[src/rtl/vram_pkg.sv]
// Shared types and default widths for the VRAM slot scheduler.
// owner_t tags every RAM access so the read-return stage knows where
// the data belongs.
package vram_pkg;

    typedef enum logic [1:0] {
        OWN_NONE = 2'd0,
        OWN_VID  = 2'd1,
        OWN_H0   = 2'd2,
        OWN_H1   = 2'd3
    } owner_t;

    localparam int DEF_ADDR_W = 12;
    localparam int DEF_DATA_W = 8;

endpackage

[src/rtl/vram_rr_arb.sv]
// Two-way round-robin arbiter for the host side of the VRAM port.
//   clk, reset_n : clock, asynchronous active-low reset
//   block        : video owns this cycle, no host may win
//   req0/req1    : host requests, held until granted
//   pick0/pick1  : combinational winner of the current cycle
//   gnt0/gnt1    : registered grant pulses (pick delayed one cycle)
// A host whose grant is visible this cycle is masked, so a request that
// is still held while the host reacts to its grant is not granted twice.
module vram_rr_arb (
    input  logic clk,
    input  logic reset_n,
    input  logic block,
    input  logic req0,
    input  logic req1,
    output logic pick0,
    output logic pick1,
    output logic gnt0,
    output logic gnt1
);

    logic last1;   // 1: h1 was granted most recently, so h0 has priority
    logic elig0;
    logic elig1;

    assign elig0 = req0 & ~gnt0;
    assign elig1 = req1 & ~gnt1;
    assign pick0 = ~block & elig0 & (~elig1 | last1);
    assign pick1 = ~block & elig1 & (~elig0 | ~last1);

    always_ff @(posedge clk or negedge reset_n) begin
        if (!reset_n) begin
            gnt0  <= 1'b0;
            gnt1  <= 1'b0;
            last1 <= 1'b1;
        end else begin
            gnt0 <= pick0;
            gnt1 <= pick1;
            if (pick0)
                last1 <= 1'b0;
            else if (pick1)
                last1 <= 1'b1;
        end
    end

endmodule

[src/rtl/vram_slot_scheduler.sv]
// Time-slot scheduler for the single-port VRAM.
// Reserves the first pixel of every visible tile for the tile-map fetch
// and shares all other cycles between two hosts by round-robin.
//   clk, reset_n              : clock, asynchronous active-low reset
//   hpos, vpos                : raster position from the sync generator
//   vram_addr/we/wdata        : registered RAM command
//   vram_rdata                : RAM read data, one cycle after the address
//   vid_data, vid_valid       : fetched tile code and its update pulse
//   hN_req/we/addr/wdata      : host N request
//   hN_gnt                    : host N grant pulse
//   hN_rdata, hN_rvalid       : host N read data and its valid pulse
// Slot-to-vid_valid latency is a fixed 3 cycles; host rvalid follows the
// grant pulse by 2 cycles.
module vram_slot_scheduler
    import vram_pkg::*;
#(
    parameter int ADDR_W      = DEF_ADDR_W,
    parameter int DATA_W      = DEF_DATA_W,
    parameter int H_DISPLAY   = 640,
    parameter int V_DISPLAY   = 480,
    parameter int TILE_W_LOG2 = 3,
    parameter int TILE_H_LOG2 = 3,
    parameter int VID_BASE    = 0
) (
    input  logic              clk,
    input  logic              reset_n,
    input  logic [15:0]       hpos,
    input  logic [15:0]       vpos,
    output logic [ADDR_W-1:0] vram_addr,
    output logic              vram_we,
    output logic [DATA_W-1:0] vram_wdata,
    input  logic [DATA_W-1:0] vram_rdata,
    output logic [DATA_W-1:0] vid_data,
    output logic              vid_valid,
    input  logic              h0_req,
    input  logic              h0_we,
    input  logic [ADDR_W-1:0] h0_addr,
    input  logic [DATA_W-1:0] h0_wdata,
    output logic              h0_gnt,
    output logic [DATA_W-1:0] h0_rdata,
    output logic              h0_rvalid,
    input  logic              h1_req,
    input  logic              h1_we,
    input  logic [ADDR_W-1:0] h1_addr,
    input  logic [DATA_W-1:0] h1_wdata,
    output logic              h1_gnt,
    output logic [DATA_W-1:0] h1_rdata,
    output logic              h1_rvalid
);

    localparam logic [15:0] H_LIMIT       = 16'(H_DISPLAY);
    localparam logic [15:0] V_LIMIT       = 16'(V_DISPLAY);
    localparam logic [31:0] TILES_PER_ROW = 32'(H_DISPLAY >> TILE_W_LOG2);

    logic              vid_slot_p0;
    logic [15:0]       tile_col;
    logic [15:0]       tile_row;
    logic [ADDR_W-1:0] fetch_addr_p0;
    logic              pick0;
    logic              pick1;
    owner_t            owner_p1;
    owner_t            owner_p2;

    assign vid_slot_p0 = (vpos < V_LIMIT) && (hpos < H_LIMIT) &&
                         (hpos[TILE_W_LOG2-1:0] == '0);
    assign tile_col    = hpos >> TILE_W_LOG2;
    assign tile_row    = vpos >> TILE_H_LOG2;
    assign fetch_addr_p0 = ADDR_W'(VID_BASE)
                         + ADDR_W'({16'd0, tile_row} * TILES_PER_ROW)
                         + ADDR_W'(tile_col);

    vram_rr_arb u_arb (
        .clk     (clk),
        .reset_n (reset_n),
        .block   (vid_slot_p0),
        .req0    (h0_req),
        .req1    (h1_req),
        .pick0   (pick0),
        .pick1   (pick1),
        .gnt0    (h0_gnt),
        .gnt1    (h1_gnt)
    );

    // ---- stage 0 -> 1: decision registered onto the RAM port ----
    // Host writes are tagged NONE: they return nothing, so they must not
    // produce an rvalid pulse.
    always_ff @(posedge clk or negedge reset_n) begin
        if (!reset_n) begin
            vram_addr  <= '0;
            vram_we    <= 1'b0;
            vram_wdata <= '0;
            owner_p1   <= OWN_NONE;
        end else if (vid_slot_p0) begin
            vram_addr <= fetch_addr_p0;
            vram_we   <= 1'b0;
            owner_p1  <= OWN_VID;
        end else if (pick0) begin
            vram_addr  <= h0_addr;
            vram_we    <= h0_we;
            vram_wdata <= h0_wdata;
            owner_p1   <= h0_we ? OWN_NONE : OWN_H0;
        end else if (pick1) begin
            vram_addr  <= h1_addr;
            vram_we    <= h1_we;
            vram_wdata <= h1_wdata;
            owner_p1   <= h1_we ? OWN_NONE : OWN_H1;
        end else begin
            vram_we  <= 1'b0;
            owner_p1 <= OWN_NONE;
        end
    end

    // ---- stage 1 -> 2: tag waits for the RAM's read latency ----
    // ---- stage 2 -> 3: read data steered to its owner ----
    always_ff @(posedge clk or negedge reset_n) begin
        if (!reset_n) begin
            owner_p2  <= OWN_NONE;
            vid_data  <= '0;
            vid_valid <= 1'b0;
            h0_rdata  <= '0;
            h0_rvalid <= 1'b0;
            h1_rdata  <= '0;
            h1_rvalid <= 1'b0;
        end else begin
            owner_p2  <= owner_p1;
            vid_valid <= (owner_p2 == OWN_VID);
            h0_rvalid <= (owner_p2 == OWN_H0);
            h1_rvalid <= (owner_p2 == OWN_H1);
            if (owner_p2 == OWN_VID) vid_data <= vram_rdata;
            if (owner_p2 == OWN_H0)  h0_rdata <= vram_rdata;
            if (owner_p2 == OWN_H1)  h1_rdata <= vram_rdata;
        end
    end

endmodule
[config.mk]
export PLATFORM = sky130hd
export DESIGN_NAME = vram_slot_scheduler
export DESIGN_NICKNAME = d
export VERILOG_FILES = /design/src/rtl/vram_pkg.sv /design/src/rtl/vram_rr_arb.sv /design/src/rtl/vram_slot_scheduler.sv
export SDC_FILE = /design/constraint.sdc
export NUM_CORES = 1
export LEC_CHECK = 0
export ABC_AREA = 1
export CAP_MARGIN = 0
export CORE_MARGIN = 5
export CORE_UTILIZATION = 40
export CTS_CLUSTER_DIAMETER = 60
export DETAILED_ROUTE_END_ITERATION = 10
export PLACE_DENSITY = 0.79
export SYNTH_ARGS = -nofsm -noshare
export SYNTH_HDL_FRONTEND = slang
export SYNTH_HIERARCHICAL = 1
export SYNTH_SLANG_ARGS = --single-unit
[constraint.sdc]
create_clock -name clk -period 1.9 [get_ports clk]
set_input_delay 0.19 -clock clk [delete_from_list [all_inputs] [get_ports clk]]
set_output_delay 0.19 -clock clk [all_outputs]
set_load 0.01 [all_outputs]
# After elaboration in Yosys (flattened, before gate mapping)
# Cells that the tools add are included.
[classes]
addsub = 1
n_mul = 1
order_cmp = 2
eq_ne = 3
mux = 15
n_bitwise = 14
reduce_logical = 6
[op_table]
columns = ["cell", "count"]
rows = [
  ["$mux 12", 3],
  ["$lt 16x10->1 const B", 1],
  ["$lt 16x9->1 const B", 1],
  ["$mux 8", 2],
  ["$mul 13x3->8 const B", 1],
  ["$add 12x12->12", 1],
  ["$mux 2", 5],
  ["$and 1x1->1", 6],
  ["$not 1->1", 6],
  ["$mux 1", 5],
  ["$eq 2x2->1 const B", 2],
  ["$logic_not 3->1", 1],
  ["$reduce_bool 3->1", 1],
  ["$eq 2x1->1 const B", 1],
  ["$logic_and 1x1->1", 2],
  ["$or 1x1->1", 2],
  ["$reduce_and 2->1", 1],
  ["$reduce_bool 2->1", 1],
]
[totals]
regBits = 55
in_bits = 86

# Longest topological paths before layout
# Gate-level depths: netlist of run 1.
[logic_depth]
ltp_word = 9
ltp_mapped = 16

# Modules after synthesis
# Netlist of run 1, hierarchy kept.
[by_module_without_submodules]
columns = ["mod", "instances", "cells_each", "area_per_inst_um2"]
rows = [
  ["vram_slot_scheduler", 1, 385, 2919.0],
  ["vram_rr_arb", 1, 15, 126.4],
]

# Least setup slack after synthesis of run 1
# OpenSTA, ideal clock, no wires.
[synth_timing]
kind = "input port to flip-flop"
from = "in vpos[4]"
to = "reg vram_addr[11]"
setup_time_ps = 77
arrival_time_ps = 2099
t_required_ps = 1823
setup_slack_ps = -276
cell_stages = 15
path_buffers = 0
cell_sequence = "ha_1 ha_1 inv_1 fa_1 xnor2_1 ha_1 nand2_1 inv_1 nand2_1 nand2_1 a21oi_1 nand3_1 nand2_1 nand2_1 a21oi_1"
[synth_between]
elab_chain_len = 8
[synth_lines]
columns = ["item", "line_no", "source"]
rows = [
  ["start, declared", "vram_slot_scheduler.sv:28", "input logic [15:0] vpos,"],
  ["branches (longest 8 deep; another with $mul 13x3->8)", "--", ""],
  ["end signal, assigned", "vram_slot_scheduler.sv:94", "vram_addr <= fetch_addr_p0;"],
  ["end signal, assigned", "vram_slot_scheduler.sv:98", "vram_addr <= h0_addr;"],
  ["end signal, assigned", "vram_slot_scheduler.sv:103", "vram_addr <= h1_addr;"],
  ["end, declared", "vram_slot_scheduler.sv:29", "output logic [ADDR_W-1:0] vram_addr,"],
]
# Several ways; the timed one is not identified.
# A chain may end at the register's enable or synchronous reset.

# Final worst setup path of run 1
[layout_timing]
from = "in vpos[6]"
to = "reg vram_addr[10]"
# Same word-level chain as after synthesis.

==> results.py, run 1 <==
metrics = {
    "synthesis": {
        "seq_area_frac_synth_pct": 45.2,
        "synth_enable_flop_cells": 0,
        "ys_warn_count": 6,
        "synth_area_leaders": "dfrtp_1 (44%), nand2_1 (21%), ha_1 (7.0%), inv_1 (5.2%), o21ai_0 (4.8%)",
        "synth.avg_cell_area_um2": 7.61,
        "synth_top_area_share_pct": 44.4,
        "synth_cell_types": 32,
        "synth-main-ff-cell": "dfrtp_1",
        "async_reset_ff_share_pct": 100,
        "syn-num-nets": 505,
        "synth_cells": 400,
        "yosysTopAreaCell": "dfrtp_1",
        "syn_area_um2": 3050,
        "yosysMostFrequentCell": "nand2_1",
        "ys_ff_latch": 55,
        "netlist_top_cells_count": "nand2_1 (168), dfrtp_1 (54), inv_1 (42)",
    },
    "sta": {
        "hold_violations": 0,
        "fin_worst_skew_ns": 0.00262,
        "slew_headroom_pct": 65.8,
        "slew_viol_final": 0,
        "period_share_pct": 105,
        "rsz0062_at_grt": "true",
        "setup_viol": 2,
        "worst_slack_ns": -0.0913,
        "worst_slew_pin_slew_ns": 0.511,
        "clock.fmax_mhz": 502,
        "fin_setup_tns_ns": -0.163,
        "period_needed_ns": 1.99,
    },
    "worst_setup_path": {
        "crit_fanout": 3,
        "crit_type": "input port to flip-flop",
        "r2r_start": "u_arb/last1",
        "crit_arrival_ns": 2.22,
        "r2r_slack_ns": 0.38,
        "timing.rr.end": "vram_addr[8]",
        "required_ns": 2.13,
        "cp-start-kind": "input port",
        "end_kind": "flip-flop",
        "critPathLaunch": "vpos[6]",
        "reg2reg_depth": 7,
    },
    "run_status": {
        "status": "finished with violations",
        "violations": "negative setup slack",
    },
    "floorplanning": {
        "core_area_um2": 7330,
        "die_w_um": 97.3,
        "die_area_um2": 9460,
        "die_h_um": 97.3,
        "initial_core_util_pct": 41.5,
        "io_pins": 136,
        "placementRows": 31,
    },
    "global_route": {
        "grt_pass1_wl_um": 15100,
        "grt.busiest_layer": "met2",
        "grt-ovfl-total": 0,
        "grt_use_met2_pct": 34.6,
        "grt_pass1_vias": 3262,
        "grt.total_usage_pct": 19.1,
        "antenna_found_initial": 0,
        "grt_max_degree": 38,
        "grt_util_met3_pct": 6.10,
        "grt.met1_usage_pct": 22.0,
    },
    "place": {
        "pre_cts_ws_ns": -0.860,
        "hpwl_um": 7120,
        "port_buffers": 132,
        "placed_cells": 656,
        "gp_congestion": 0.872,
    },
    "clocking": {
        "tritoncts": "yes",
        "clockBufferDepth": 2,
        "clk_pin_slew_ns": 0.10,
        "cts.htree.levels": 2,
        "numCtsBuffers": 5,
        "cts-root-buf": "clkbuf_8",
        "cts.sinks": 55,
        "clkLatencyLatePin_ns": 0.30,
    },
    "drt": {
        "avgViaCountPerCell": 4.71,
        "wl_per_cell_um": 13.5,
        "dr.pass1.iters": 4,
        "drtAntennaViolNets": 0,
        "drt_iter0_drc": 118,
        "routed_wl_um": 9040,
        "drcViolationCount": 0,
        "vias": 3147,
    },
    "finish": {
        "drive_above_1_share_pct": 16.2,
        "fin_cells": 668,
        "final_net_count": 673,
        "fillers": 554,
        "multi_input_area_um2": 1620,
        "n_antenna_cell": 0,
        "layout.area.seq_um2": 1380,
        "area_growth_pct": 65.5,
        "post-route-util_pct": 68.8,
    },
    "power": {
        "internal_power_w": 0.00298,
        "switching_power_w": 0.00154,
        "seqPwrFrac_pct": 38.3,
        "cellPowerDensity_nw_per_um2": 898,
        "swShare_pct": 34.1,
        "combPwrFrac_pct": 47.4,
        "clkPwrFrac_pct": 14.3,
        "p_leak_nw": 2.53,
        "vdd_drop_max_uv": 539,
    },
    "flow_run": {
        "drv_cap": 0,
    },
    "hold_path": {
        "hold_depth": 0,
        "timing.hold.worst_endpoint": "owner_p2[1]",
        "min-delay-start": "owner_p1[1]",
        "hp-class": "flip-flop to flip-flop",
    },
}
==> per-layer routing <==
layer	routed length, um	vias to the layer above
met4	138	0
met1	3590	1423
met5	0	-
met3	741	14
li1	-	1579
met2	4570	131
==> stage by stage <==
stage          instance area [um2]  total power (W)  hold slack [ns]
6_report                      5040          0.00453            0.356
5_1_grt                       5040          0.00485            0.378
4_1_cts                       4950          0.00451            0.359
3_5_place_dp                  4780          0.00382            0.161
3_3_place_gp                  4780          0.00376            0.160
2_1_floorplan                 3110          0.00260           -0.106
==> worst max-delay path by stage <==
stage,end,slack [ns],depth (start not counted)
detailed placement,vram_addr[11],-0.86,16
CTS,vram_addr[10],-0.04,14
global route,vram_addr[10],-0.20,14
finish,vram_addr[10],-0.09,14
global placement,vram_addr[11],-0.79,16
floorplan,vram_addr[11],-0.20,15
==> sequential cells by signal, summed over array words and instances (netlist names) <==
| register | flops |
|---|---|
| vram_wdata | 8 |
| owner_p2 | 2 |
| vram_addr | 12 |
| u_arb/gnt1 | 1 |
| owner_p1 | 2 |
| h0_rvalid | 1 |
| u_arb/gnt0 | 1 |
| vram_we | 1 |
| h1_rvalid | 1 |
| u_arb/last1 | 1 |
| h0_rdata | 8 |
| vid_valid | 1 |
| h1_rdata | 8 |
| vid_data | 8 |
==> area by class of cell <==
cell class	count	area share, %
multi-input cells	290	32.1
clock buffers	6	1.44
well taps	99	2.46
flip-flops and latches	55	27.3
clock inverters	2	0.323
inverters	45	3.50
repair buffers	171	32.9
==> worst max-delay path, stage by stage <==
cell and delay, ns:
buf_8 0.11, ha_4 0.26, ha_4 0.13, inv_2 0.04, fa_2 0.35, xnor2_2 0.15, ha_1 0.32, nand2_1 0.07
inv_2 0.06, nand4_1 0.08, nand3_1 0.12, xor2_1 0.15, nand2_1 0.06, a21oi_1 0.14
==> timing repair <==
action / 4_1_cts / 5_1_grt
hold endpoints to repair: 17 / 0
hold buffers: 1 / 0
resized for setup: 39 / 31
setup endpoints to repair: 22 / 23
setup buffers: 1 / 3
pin swaps: 14 / 20
==> layout by cell type (no fill, tap or decap), types with 7 or more instances in the layout <==
cell               n
dfrtp_1           54
inv_1             36
nor2_1            21
nand2_1          162
inv_2              7
nand3_1           18
buf_4             36
dlymetal6s2s_1     7
ha_4               9
o21ai_0           25
ha_1               8
clkdlybuf4s50_1  117
==> power groups by stage <==
stage	Sequential (W)	Combinational [W]	Clock, W
2_1_floorplan	0.00189	0.000707	0
3_3_place_gp	0.00174	0.00202	0
3_5_place_dp	0.00176	0.00207	0
4_1_cts	0.00174	0.00211	0.000658
5_1_grt	0.00178	0.00235	0.000711
6_report	0.00174	0.00215	0.000646
==> cell families (layout without fill, tap and decap cells) <==
family          Yosys count  in the layout  share of synthesized area, %
flops                    55             55                          45.2
xor+xnor                  8              8                          2.30
fa+ha+maj                19             19                          8.30
compound gates           42             42                          7.23
mux                       1              1                         0.329
buf+inv                  55            224                          7.60
simple gates            220            220                          29.0
(Power assumes the default switching activity.)
==> run 2, diff against run 1 <==
--- a/config.mk
+++ b/config.mk
@@ -8,11 +8,10 @@
 export ABC_AREA = 1
 export CAP_MARGIN = 0
 export CORE_MARGIN = 5
-export CORE_UTILIZATION = 40
+export CORE_UTILIZATION = 43
 export CTS_CLUSTER_DIAMETER = 60
 export DETAILED_ROUTE_END_ITERATION = 10
-export PLACE_DENSITY = 0.79
+export PLACE_DENSITY = 0.83
 export SYNTH_ARGS = -nofsm -noshare
 export SYNTH_HDL_FRONTEND = slang
-export SYNTH_HIERARCHICAL = 1
 export SYNTH_SLANG_ARGS = --single-unit
==> results.py, run 2 <==
metrics = {
    "run_status": {
        "violations": "negative setup slack",
        "status": "finished with violations",
    },
    "sta": {
        "period_share_pct": 108,
        "fin_worst_skew_ns": 0.00863,
        "rsz0062_at_grt": "true",
        "setup_viol": 3,
        "worst_slack_ns": -0.158,
        "period_needed_ns": 2.06,
        "clock.fmax_mhz": 486,
        "worst_slew_pin_slew_ns": 0.538,
        "hold_violations": 0,
        "slew_viol_final": 0,
        "slew_headroom_pct": 64.1,
    },
    "floorplanning": {
        "die_w_um": 96.1,
        "placementRows": 31,
        "core_area_um2": 7250,
        "io_pins": 136,
        "die_area_um2": 9240,
        "die_h_um": 96.1,
        "initial_core_util_pct": 44.0,
    },
    "worst_setup_path": {
        "required_ns": 2.15,
        "crit_arrival_ns": 2.31,
        "cp_common_cell": "nand2_1",
        "slowest_stage": "fa_2",
        "slowest_delay_ns": 0.56,
        "crit_fanout": 4,
        "cp_cell_sequence": "buf_8, ha_4, ha_4, inv_2, fa_2, inv_2, ha_4, nand2_2, inv_2, nand4_1, nand3_1, nand2_1, nand2_1, nand2_1, nand2_1, nand2_1, nand2_1",
        "cp-start-kind": "input port",
        "end_kind": "flip-flop",
        "crit_type": "input port to flip-flop",
    },
    "drt": {
        "drtAntennaViolNets": 0,
        "wl_per_cell_um": 14.0,
        "dr.pass1.iters": 4,
        "avgViaCountPerCell": 4.78,
        "drcViolationCount": 0,
        "drt_iter0_drc": 177,
        "routed_wl_um": 9550,
        "vias": 3271,
    },
    "finish": {
        "final_net_count": 689,
        "layout_commonest_cell": "nand2_1",
        "n_antenna_cell": 0,
        "area_growth_pct": 58.5,
        "fillers": 553,
        "mostFrequentLayoutCells": "nand2_1 (156), clkdlybuf4s50_1 (124), inv_1 (57), dfrtp_1 (54), nor2_1 (28)",
        "fin_cells": 684,
        "drive_above_1_share_pct": 15.2,
        "largest_reg_flops": 12,
        "regMostFlops": "vram_addr",
    },
    "place": {
        "gp_congestion": 0.949,
        "hpwl_um": 7450,
        "placed_cells": 674,
        "port_buffers": 132,
        "pre_cts_ws_ns": -0.836,
    },
    "global_route": {
        "antenna_found_initial": 0,
        "grt_pass1_wl_um": 15200,
        "grt.total_usage_pct": 21.0,
        "grt-ovfl-total": 0,
        "grt_max_degree": 33,
        "grt_pass1_vias": 3323,
    },
    "clocking": {
        "cts.htree.levels": 2,
        "tritoncts": "yes",
        "cts-root-buf": "clkbuf_8",
        "clk_pin_slew_ns": 0.10,
        "clkLatencyLatePin_ns": 0.31,
        "numCtsBuffers": 5,
        "clockBufferDepth": 2,
        "cts.sinks": 55,
    },
    "synthesis": {
        "seq_area_frac_synth_pct": 43.2,
        "synth_area_leaders": "dfrtp_1 (42%), nand2_1 (19%), inv_1 (7.4%), ha_1 (6.7%), o21ai_0 (4.1%)",
        "ys_warn_count": 0,
        "syn_area_um2": 3190,
        "yosysTopAreaCell": "dfrtp_1",
        "synth_cells": 427,
        "synth_cell_types": 28,
        "synth.avg_cell_area_um2": 7.47,
        "netlist_top_cells_count": "nand2_1 (160), inv_1 (63), dfrtp_1 (54)",
        "syn-num-nets": 532,
        "ys_ff_latch": 55,
        "synth_top_area_share_pct": 42.4,
        "yosysMostFrequentCell": "nand2_1",
        "synth-main-ff-cell": "dfrtp_1",
        "synth_enable_flop_cells": 0,
        "async_reset_ff_share_pct": 100,
    },
    "power": {
        "cellPowerDensity_nw_per_um2": 891,
        "vdd_drop_max_uv": 395,
        "p_leak_nw": 2.55,
    },
    "hold_path": {
        "hp-class": "flip-flop to flip-flop",
    },
    "flow_run": {
        "drv_cap": 0,
    },
}
==> run 2: changes by cell type after synthesis, sizes merged, moves of 3 or more <==
| cell | previous run | this run |
|---|---|---|
| a21oi | 8 | 5 |
| or2 | 2 | 5 |
| clkbuf | 6 | 3 |
| xnor2 | 5 | 1 |
| nand2 | 169 | 164 |
| nor2 | 25 | 31 |
| o211ai | 0 | 3 |
| inv | 45 | 67 |
| o22ai | 0 | 9 |
==> run 2: metrics by stage <==
step / utilization [%] / hold WS (ns) / area, um2 / power [W] / TNS, ns
4_1_cts: 69.2 / 0.361 / 5020 / 0.00449 / -0.0926
3_3_place_gp: 66.8 / 0.188 / 4840 / 0.00371 / -3.28
6_report: 69.7 / 0.356 / 5060 / 0.00450 / -0.371
2_1_floorplan: - / -0.106 / 3250 / 0.00261 / -0.419
3_5_place_dp: 66.8 / 0.191 / 4840 / 0.00378 / -3.62
5_1_grt: 69.7 / 0.383 / 5060 / 0.00484 / -0.627
==> run 2: logic make-up (layout without fill, tap and decap cells) <==
family / count (synthesis) / count (layout) / synth area share (%)
xor+xnor: 3 / 3 / 0.824
fa+ha+maj: 19 / 19 / 7.92
compound gates: 48 / 48 / 8.47
buf+inv: 76 / 234 / 9.88
simple gates: 226 / 226 / 29.7
flops: 55 / 55 / 43.2
==> run 2: layer usage <==
layer  GRT usage, %  vias to the layer above  routed length [um]
met3           5.00                       14                 625
met2           38.1                      104                5070
li1               -                     1638                   -
met4           6.28                        0                 153
met1           24.3                     1515                3700
met5              0                        -                   0
==> run 2: timing repair <==
| action | 4_1_cts | 5_1_grt |
|---|---|---|
| hold endpoints to repair | 23 | 0 |
| gates resized for setup | 38 | 10 |
| endpoints found under the setup margin | 4 | 3 |
| hold buffers | 1 | 0 |
| setup buffers | 1 | 1 |
| pin swaps | 17 | 13 |
==> run 2: final timing paths <==
path,from,end,cells past startpoint,slack (ns)
max,vpos[6],vram_addr[9],17,-0.16
min,owner_p1[1],owner_p2[1],0,0.36
max reg2reg,u_arb.last1,owner_p1[1],9,0.24
min reg2reg,owner_p1[1],owner_p2[1],0,0.36
max in group asynchronous,reset_n,u_arb.last1,3,0.90
min in group asynchronous,reset_n,vid_data[5],2,0.38
==> run 2: layout make-up <==
type	count	area (um2)	share of cell area, %
Multi-Input combinational cell	296	1670	33.0
Timing Repair Buffer	159	1540	30.4
Sequential cell	55	1380	27.2
Inverter	67	251	4.97
Tap cell	99	124	2.45
Clock buffer	5	68.8	1.36
Clock inverter	3	27.5	0.544
==> run 2: where the power goes <==
part / internal, W / switching [W] / total, W
Sequential: 0.00152 / 0.000191 / 0.00171
Clock: 0.000271 / 0.000399 / 0.000670
Combinational: 0.00114 / 0.000983 / 0.00212
==> run 2: worst max-delay path, delay by kind of cell <==
family        cells  cell delay (ns)
fa+ha+maj         4             1.22
simple gates      9             0.65
buf+inv           4             0.26
